### src/rtl/vmicro16_wb_arbiter_if.sv
// Wishbone bundle between the vmicro16 core masters, the arbiter and the shared SoC slave bus.
// The "slave" modport is the arbiter's view; the "master" modport is the surrounding cores and slave.
interface vmicro16_wb_arbiter_if #(
    parameter int MASTERS = 2
);
    logic [MASTERS-1:0]      m_cyc_i;
    logic [MASTERS-1:0]      m_stb_i;
    logic [MASTERS-1:0]      m_we_i;
    logic [16*MASTERS-1:0]   m_addr_i;
    logic [16*MASTERS-1:0]   m_data_i;
    logic [15:0]             m_data_o;
    logic [MASTERS-1:0]      m_ack_o;
    logic [MASTERS-1:0]      m_err_o;
    logic [MASTERS-1:0]      grant_o;
    logic                    s_cyc_o;
    logic                    s_stb_o;
    logic                    s_we_o;
    logic [15:0]             s_addr_o;
    logic [15:0]             s_data_o;
    logic [15:0]             s_data_i;
    logic                    s_ack_i;

    modport slave (
        input  m_cyc_i, m_stb_i, m_we_i, m_addr_i, m_data_i, s_data_i, s_ack_i,
        output m_data_o, m_ack_o, m_err_o, grant_o,
               s_cyc_o, s_stb_o, s_we_o, s_addr_o, s_data_o
    );

    modport master (
        output m_cyc_i, m_stb_i, m_we_i, m_addr_i, m_data_i, s_data_i, s_ack_i,
        input  m_data_o, m_ack_o, m_err_o, grant_o,
               s_cyc_o, s_stb_o, s_we_o, s_addr_o, s_data_o
    );
endinterface

### src/rtl/vmicro16_wb_arbiter.sv
// Round-robin Wishbone arbiter: ownership is held for a whole cyc, one IDLE cycle between owners.
// Optional hung-slave watchdog enabled by defining VMICRO16_WB_ARB_TIMEOUT_EN.
module vmicro16_wb_arbiter #(
    parameter int MASTERS = 2,
    parameter int TIMEOUT = 64
) (
    input  logic                      clk,
    input  logic                      reset,
    vmicro16_wb_arbiter_if.slave      bus
);
    localparam int IW = (MASTERS > 1) ? $clog2(MASTERS) : 1;

    typedef enum logic [0:0] {
        ST_IDLE  = 1'b0,
        ST_OWNED = 1'b1
    } state_t;

    state_t             r_state;
    state_t             w_state_next;
    logic [MASTERS-1:0] r_grant;
    logic [MASTERS-1:0] w_grant_next;
    logic [IW-1:0]      r_owner;
    logic [IW-1:0]      w_owner_next;
    logic [IW-1:0]      r_last;
    logic [IW-1:0]      w_last_next;

    logic               w_rr_found;
    logic [IW-1:0]      w_rr_idx;
    logic [IW-1:0]      w_cand;

    logic               w_own_cyc;
    logic               w_own_stb;
    logic               w_own_we;
    logic [15:0]        w_own_addr;
    logic [15:0]        w_own_data;
    logic               w_tmo;

    // Round-robin search upward from last+1 with wrap.
    always_comb begin
        w_rr_found = 1'b0;
        w_rr_idx   = r_last;
        w_cand     = r_last;
        for (int k = 1; k <= MASTERS; k++) begin
            w_cand = IW'((int'(r_last) + k) % MASTERS);
            if (!w_rr_found && bus.m_cyc_i[w_cand]) begin
                w_rr_found = 1'b1;
                w_rr_idx   = w_cand;
            end else begin
                w_rr_found = w_rr_found;
            end
        end
    end

    // Owner's request signals, forced to zero while nobody owns the bus.
    always_comb begin
        w_own_cyc  = 1'b0;
        w_own_stb  = 1'b0;
        w_own_we   = 1'b0;
        w_own_addr = 16'h0000;
        w_own_data = 16'h0000;
        if (r_state == ST_OWNED) begin
            w_own_cyc  = bus.m_cyc_i[r_owner];
            w_own_stb  = bus.m_stb_i[r_owner];
            w_own_we   = bus.m_we_i[r_owner];
            w_own_addr = bus.m_addr_i[{r_owner, 4'b0000} +: 16];
            w_own_data = bus.m_data_i[{r_owner, 4'b0000} +: 16];
        end else begin
            w_own_cyc  = 1'b0;
        end
    end

    // Next-state and next-grant logic.
    always_comb begin
        w_state_next = r_state;
        w_grant_next = r_grant;
        w_owner_next = r_owner;
        w_last_next  = r_last;
        case (r_state)
            ST_IDLE: begin
                if (w_rr_found) begin
                    w_state_next = ST_OWNED;
                    w_grant_next = {{(MASTERS-1){1'b0}}, 1'b1} << w_rr_idx;
                    w_owner_next = w_rr_idx;
                end else begin
                    w_grant_next = {MASTERS{1'b0}};
                end
            end
            ST_OWNED: begin
                if (!w_own_cyc) begin
                    w_state_next = ST_IDLE;
                    w_grant_next = {MASTERS{1'b0}};
                    w_last_next  = r_owner;
                end else begin
                    w_state_next = ST_OWNED;
                end
            end
            default: begin
                w_state_next = ST_IDLE;
                w_grant_next = {MASTERS{1'b0}};
            end
        endcase
    end

    // State, grant, owner and round-robin pointer registers.
    always_ff @(posedge clk) begin
        if (reset) begin
            r_state <= ST_IDLE;
            r_grant <= {MASTERS{1'b0}};
            r_owner <= {IW{1'b0}};
            r_last  <= IW'(MASTERS - 1);
        end else begin
            r_state <= w_state_next;
            r_grant <= w_grant_next;
            r_owner <= w_owner_next;
            r_last  <= w_last_next;
        end
    end

`ifdef VMICRO16_WB_ARB_TIMEOUT_EN
    logic [7:0] r_tmo_cnt;

    assign w_tmo = w_own_cyc && w_own_stb && (r_tmo_cnt == 8'(TIMEOUT));

    // Counts strobed cycles without an ack; any ack, idle strobe, release or expiry restarts it.
    always_ff @(posedge clk) begin
        if (reset) begin
            r_tmo_cnt <= 8'd0;
        end else if (w_own_cyc && w_own_stb && !bus.s_ack_i && !w_tmo) begin
            r_tmo_cnt <= r_tmo_cnt + 8'd1;
        end else begin
            r_tmo_cnt <= 8'd0;
        end
    end

    assign bus.m_err_o = r_grant & {MASTERS{w_tmo}};
`else
    assign w_tmo       = 1'b0;
    assign bus.m_err_o = {MASTERS{1'b0}};
`endif

    assign bus.grant_o  = r_grant;
    assign bus.s_cyc_o  = w_own_cyc;
    assign bus.s_stb_o  = w_own_stb & ~w_tmo;
    assign bus.s_we_o   = w_own_we;
    assign bus.s_addr_o = w_own_addr;
    assign bus.s_data_o = w_own_data;
    // Acks are steered only to the registered owner, so late acks after release go nowhere.
    assign bus.m_ack_o  = r_grant & {MASTERS{bus.s_ack_i | w_tmo}};
    assign bus.m_data_o = bus.s_data_i;

endmodule
### src/flat_wrapper.sv
// flat-port wrapper written by rule: the top's interface ports become plain ports
module vmicro16_wb_arbiter_flat 
#(
    parameter int MASTERS = 2,
    parameter int TIMEOUT = 64
)
  (clk, reset, bus_m_cyc_i, bus_m_stb_i, bus_m_we_i, bus_m_addr_i, bus_m_data_i, bus_s_data_i, bus_s_ack_i, bus_m_data_o, bus_m_ack_o, bus_m_err_o, bus_grant_o, bus_s_cyc_o, bus_s_stb_o, bus_s_we_o, bus_s_addr_o, bus_s_data_o);
  vmicro16_wb_arbiter_if #(.MASTERS(MASTERS)) bus_i ();
  input  logic clk;
  input  logic reset;
  input wire logic [$bits(bus_i.m_cyc_i)-1:0] bus_m_cyc_i;
  input wire logic [$bits(bus_i.m_stb_i)-1:0] bus_m_stb_i;
  input wire logic [$bits(bus_i.m_we_i)-1:0] bus_m_we_i;
  input wire logic [$bits(bus_i.m_addr_i)-1:0] bus_m_addr_i;
  input wire logic [$bits(bus_i.m_data_i)-1:0] bus_m_data_i;
  input wire logic [$bits(bus_i.s_data_i)-1:0] bus_s_data_i;
  input wire logic [$bits(bus_i.s_ack_i)-1:0] bus_s_ack_i;
  output wire logic [$bits(bus_i.m_data_o)-1:0] bus_m_data_o;
  output wire logic [$bits(bus_i.m_ack_o)-1:0] bus_m_ack_o;
  output wire logic [$bits(bus_i.m_err_o)-1:0] bus_m_err_o;
  output wire logic [$bits(bus_i.grant_o)-1:0] bus_grant_o;
  output wire logic [$bits(bus_i.s_cyc_o)-1:0] bus_s_cyc_o;
  output wire logic [$bits(bus_i.s_stb_o)-1:0] bus_s_stb_o;
  output wire logic [$bits(bus_i.s_we_o)-1:0] bus_s_we_o;
  output wire logic [$bits(bus_i.s_addr_o)-1:0] bus_s_addr_o;
  output wire logic [$bits(bus_i.s_data_o)-1:0] bus_s_data_o;
  assign bus_i.m_cyc_i = bus_m_cyc_i;
  assign bus_i.m_stb_i = bus_m_stb_i;
  assign bus_i.m_we_i = bus_m_we_i;
  assign bus_i.m_addr_i = bus_m_addr_i;
  assign bus_i.m_data_i = bus_m_data_i;
  assign bus_i.s_data_i = bus_s_data_i;
  assign bus_i.s_ack_i = bus_s_ack_i;
  assign bus_m_data_o = bus_i.m_data_o;
  assign bus_m_ack_o = bus_i.m_ack_o;
  assign bus_m_err_o = bus_i.m_err_o;
  assign bus_grant_o = bus_i.grant_o;
  assign bus_s_cyc_o = bus_i.s_cyc_o;
  assign bus_s_stb_o = bus_i.s_stb_o;
  assign bus_s_we_o = bus_i.s_we_o;
  assign bus_s_addr_o = bus_i.s_addr_o;
  assign bus_s_data_o = bus_i.s_data_o;
  vmicro16_wb_arbiter #(.MASTERS(MASTERS), .TIMEOUT(TIMEOUT)) u_core (.clk(clk), .reset(reset), .bus(bus_i));
endmodule
### config.mk
export PLATFORM = sky130hd
export DESIGN_NAME = vmicro16_wb_arbiter_flat
export DESIGN_NICKNAME = d
export VERILOG_FILES = /design/src/rtl/vmicro16_wb_arbiter_if.sv /design/src/rtl/vmicro16_wb_arbiter.sv /design/src/flat_wrapper.sv
export SDC_FILE = /design/constraint.sdc
export NUM_CORES = 1
export LEC_CHECK = 0
export BUFFER_PORTS_ARGS = -buffer_cell sky130_fd_sc_hd__buf_2
export CAP_MARGIN = 20
export CELL_PAD_IN_SITES_DETAIL_PLACEMENT = 1
export CELL_PAD_IN_SITES_GLOBAL_PLACEMENT = 2
export CORE_UTILIZATION = 12
export CTS_BUF_LIST = sky130_fd_sc_hd__clkbuf_4
export CTS_CLUSTER_SIZE = 8
export DETAILED_ROUTE_END_ITERATION = 10
export HOLD_SLACK_MARGIN = 0.06
export PLACE_DENSITY = 0.88
export SETUP_SLACK_MARGIN = 0.4
export SLEW_MARGIN = 5
export SYNTH_ARGS = -nofsm -noshare
export SYNTH_HDL_FRONTEND = slang
export SYNTH_SLANG_ARGS = --single-unit
### constraint.sdc
create_clock -name clk -period 2.05 [get_ports clk]
set_clock_uncertainty 0.05 [all_clocks]
set_input_delay 0.5125 -clock clk [delete_from_list [all_inputs] [get_ports clk]]
set_output_delay 0.5125 -clock clk [all_outputs]
set_load 0.03 [all_outputs]
After elaboration in Yosys (flattened, before gate mapping)

Index checks and enable logic that the tools add are counted.

Flip-flop bits (word level): 5
Bits in latches: 0
RAM bits: 0
Memory bits (read-only): 0
Bits of input ports: 89
Output and inout port bits: 57
Word-level logic and storage cells: 45
Memories kept: 0

Add/sub/neg operators: 2
Multiply operators: 0
Divide/modulo/power cells: 0
Order comparisons: 3
Equality and inequality tests: 1
Shift-type cells: 3
Multiplexer cells: 25
Bitwise operators: 3
Reductions and logical operators: 4

Operators by type and width:

| kind                | number |
|---|---|
| $shiftx 32x6->16    | 2 |
| $mux 16             | 2 |
| $mux 1              | 19 |
| $lt 1x2->1 const B  | 3 |
| $mux 2              | 2 |
| $pmux 2 s2          | 1 |
| $reduce_and 2->1    | 2 |
| $add 1x1->1 const B | 2 |
| $and 2x2->2         | 1 |
| $ne 2x2->1 const B  | 1 |
| $not 1->1           | 2 |
| $pmux 1 s2          | 1 |
| $shl 1x1->2 const A | 1 |
| $logic_and 1x1->1   | 1 |
| $logic_not 1->1     | 1 |

Logic depth before layout (Yosys ltp)

Word-level depth: 10
Depth in mapped cells: 4
Gate-level depth less buffers: 3

Least setup slack after synthesis

Ideal clock, no wire load.

Path type: register -> output
Start: register u_core.r_state
End: output bus_s_addr_o[0]
Arrival: 1162 ps
Required time: 1487 ps
Setup slack: 326 ps
Cell stages (with the launch flop): 5
Path buffers: 2
Cells stage by stage: dfxtp_1 > inv_2 > buf_2 > buf_2 > nor2_1

Longest elaborated chain between the ends: 1

RTL lines:

| what                     | line                       | text |
|---|---|---|
| start: declaration       | vmicro16_wb_arbiter.sv:18  | `state_t r_state;` |
| start signal: assignment | vmicro16_wb_arbiter.sv:112 | `r_state <= w_state_next;` |
| $mux 16                  | vmicro16_wb_arbiter.sv:61  | `if (r_state == ST_OWNED) begin` |
| end: declaration         | flat_wrapper.sv:25         | `output wire logic [$bits(bus_i.s_addr_o)-1:0] bus_s_addr_o;` |

No other way between the ends.

Final worst setup path

Start: register u_core.r_owner
End: output bus_s_data_o[8]

Longest elaborated chain between the ends: 2

RTL lines:

| what                     | line                       | text |
|---|---|---|
| start: declaration       | vmicro16_wb_arbiter.sv:22  | `logic [IW-1:0] r_owner;` |
| start signal: assignment | vmicro16_wb_arbiter.sv:109 | `r_owner <= {IW{1'b0}};` |
| start signal: assignment | vmicro16_wb_arbiter.sv:114 | `r_owner <= w_owner_next;` |
| $shiftx 32x6->16         | vmicro16_wb_arbiter.sv:66  | `w_own_data = bus.m_data_i[{r_owner, 4'b0000} +: 16];` |
| $mux 16                  | vmicro16_wb_arbiter.sv:61  |  |
| end: declaration         | flat_wrapper.sv:26         | `output wire logic [$bits(bus_i.s_data_o)-1:0] bus_s_data_o;` |

No other way between the ends.

==> flow_summary.ini <==
[synth]
async_reset_ff_share_pct = 0
synthesis.area_um2 = 892
synth.distinct_cells = 20
ys_seq_elements = 5
synth_edf_count = 0
synth_warnings = 0
synth_cells = 123
synth.avg_cell_area_um2 = 7.25
yosysSeqAreaShare_pct = 11.2
synth_top_flop_cell = dfxtp_1

[clocking]
cts_root_buf = clkbuf_4
clk_pin_slew_ps = 40
ctsHoldBuffers = 0
cts_made_buffers = 3
cts_max_level = 1
clock_path_buffers = 2
cts_sinks = 5
clk_latency_ps = 240
cts_tree = done

[layout]
final_area_mm2 = 0.00159
fin_nets = 309
fin_util_pct = 22.1
antenna_cells = 0
area_growth_pct = 78.5
final_cells = 318
final_layout_size_suffix_gt1_share_pct = 58.9

[grt]
grt_overflow = 0
grt_pass1_wl_um = 4770
first_global_vias = 1067
grt_usage_pct = 7.96
antenna_found_initial = 0
grt_max_degree = 31

[place]
place_area_mm2 = 0.00143
io_buffer_count = 111
globalplace.congestion = 0.754
dp_cells = 311
hpwl_um = 2620
dp_slack_ps = 224

[setup_path]
critPathLaunchType = flip-flop
worstPathMaxFanout = 7
worstSetupEndpointType = primary output
required_ps = 1490
cp.arrival_ps = 1310
crit_type = flip-flop to primary output

[floorplan]
fp.coreArea_mm2 = 0.00721
dieArea_mm2 = 0.00778
die_x_um = 88.2
start_util_pct = 12.4
dieHeight_um = 88.2
rows = 31
ios = 146

[power_and_ir_drop]
p_per_area_mw_per_mm2 = 431
p_leak_nw = 0.824
vdd.ir_drop.worst_mv = 0.108
power_uw = 687

[sta]
tns_ps = 0
fin_crit_ps = 1870
finalHoldViolCount = 0
setup_viol = 0
slew_viol_final = 0
rsz0062_at_grt = yes
period_share_pct = 91.4
fin_ws_ps = 175
fmax_mhz = 533
whs_ps = 426

[detailed_routing]
routed_wl_um = 3590
vias_per_cell = 3.73
drtIter0Drc = 15
drcViolationCount = 0
drtPass1Iterations = 3
num_vias = 1187
ant_nets = 0
wire_per_inst_um = 11.3

[flow_run]
max-cap-violations = 0

[run_status]
status = finished, final reports clean

[min_path]
hold_path.class = flip-flop to flip-flop
-- state kept, by name, summed over array words and instances, names as in the netlist --
name                flops
u_core.r_last           1
u_core.r_state          1
u_core.bus.grant_o      2
u_core.r_owner          1
-- synthesized netlist by cell type, types with 2 or more instances --
cell / count / area share [%]
a21oi_1: 4 / 2.2
buf_2: 5 / 2.8
o21ai_1: 2 / 1.1
buf_4: 18 / 15
nor2_1: 35 / 15
mux2i_1: 34 / 38
nand3_1: 3 / 1.7
dfxtp_1: 5 / 11
and2_1: 3 / 2.1
buf_6: 3 / 3.8
inv_1: 2 / 0.84
-- final timing paths --
check | slack (ps) | from | to | depth (start not counted)
max | 180 | u_core.r_owner$_SDFFE_PP0P_ | bus_s_data_o[8] | 4
min | 430 | u_core.bus.grant_o[1]$_SDFFE_PP0P_ | u_core.bus.grant_o[1]$_SDFFE_PP0P_ | 2
max reg2reg | 840 | u_core.r_owner$_SDFFE_PP0P_ | u_core.bus.grant_o[0]$_SDFFE_PP0P_ | 4
min reg2reg | 430 | u_core.bus.grant_o[1]$_SDFFE_PP0P_ | u_core.bus.grant_o[1]$_SDFFE_PP0P_ | 2
-- routing by layer --
metal,GRT usage (%),wire (um),up-vias
met5,0,0,-
met1,8.78,1330,534
met4,3.37,50,0
met2,14.8,1870,64
li1,-,-,583
met3,1.49,340,6
-- area by class of cell --
class                           instances  area [um2]
Clock buffer                            4        30.0
Fill cell                             913        5620
Tap cell                               99         124
Multi-Input combinational cell         90         617
Sequential cell                         5         105
Inverter                                3        11.3
Timing Repair Buffer                  117         706
-- timing repair --
action,4_1_cts,5_1_grt
setup buffers,1,0
endpoints found under the setup margin,35,35
pin swaps,0,10
gates resized for setup,7,31
cloned,1,1
-- worst max-delay path, stage by stage, from the launching register on --
cell	delay (ps)
dfxtp_4	420
clkbuf_16	190
mux2i_1	220
nor2_1	70
buf_4	170
-- logic make-up (layout without fill, tap and decap cells) --
group | count (synthesis) | after routing | share of synthesized area [%]
other cells | 1 | 2 | 0.420
flops | 5 | 5 | 11.2
mux | 35 | 35 | 39.4
compound gates | 9 | 9 | 5.75
buf+inv | 29 | 124 | 23.0
simple gates | 44 | 44 | 20.2
-- where the power goes --
group          switching, mW  internal [mW]  leakage, nW
Sequential            0.0140          0.108       0.0423
Combinational          0.243          0.194        0.763
Clock                 0.0416         0.0869       0.0184
-- placed cells by master, fill, tap and decap left out --
| cell | instances |
|---|---|
| dfxtp_1 | 3 |
| mux2i_2 | 2 |
| nor3_1 | 1 |
| dfxtp_2 | 1 |
| clkbuf_4 | 4 |
| dfxtp_4 | 1 |
| o21ai_1 | 2 |
| buf_2 | 97 |
| mux2i_4 | 1 |
| and2_4 | 1 |
| buf_16 | 1 |
| inv_2 | 1 |
| mux2i_1 | 31 |
| a221oi_1 | 1 |
| buf_4 | 14 |
| and2_1 | 2 |
| nand2_1 | 1 |
| inv_1 | 2 |
| clkbuf_16 | 1 |
| buf_12 | 2 |
| nor2_1 | 35 |
| o21ai_0 | 1 |
| nand3_1 | 3 |
| mux2_4 | 1 |
| nor2b_1 | 1 |
| conb_1 | 2 |
| buf_6 | 2 |
| a21oi_1 | 4 |
| o211ai_1 | 1 |
No activity file was read; power rests on OpenSTA's default activity.
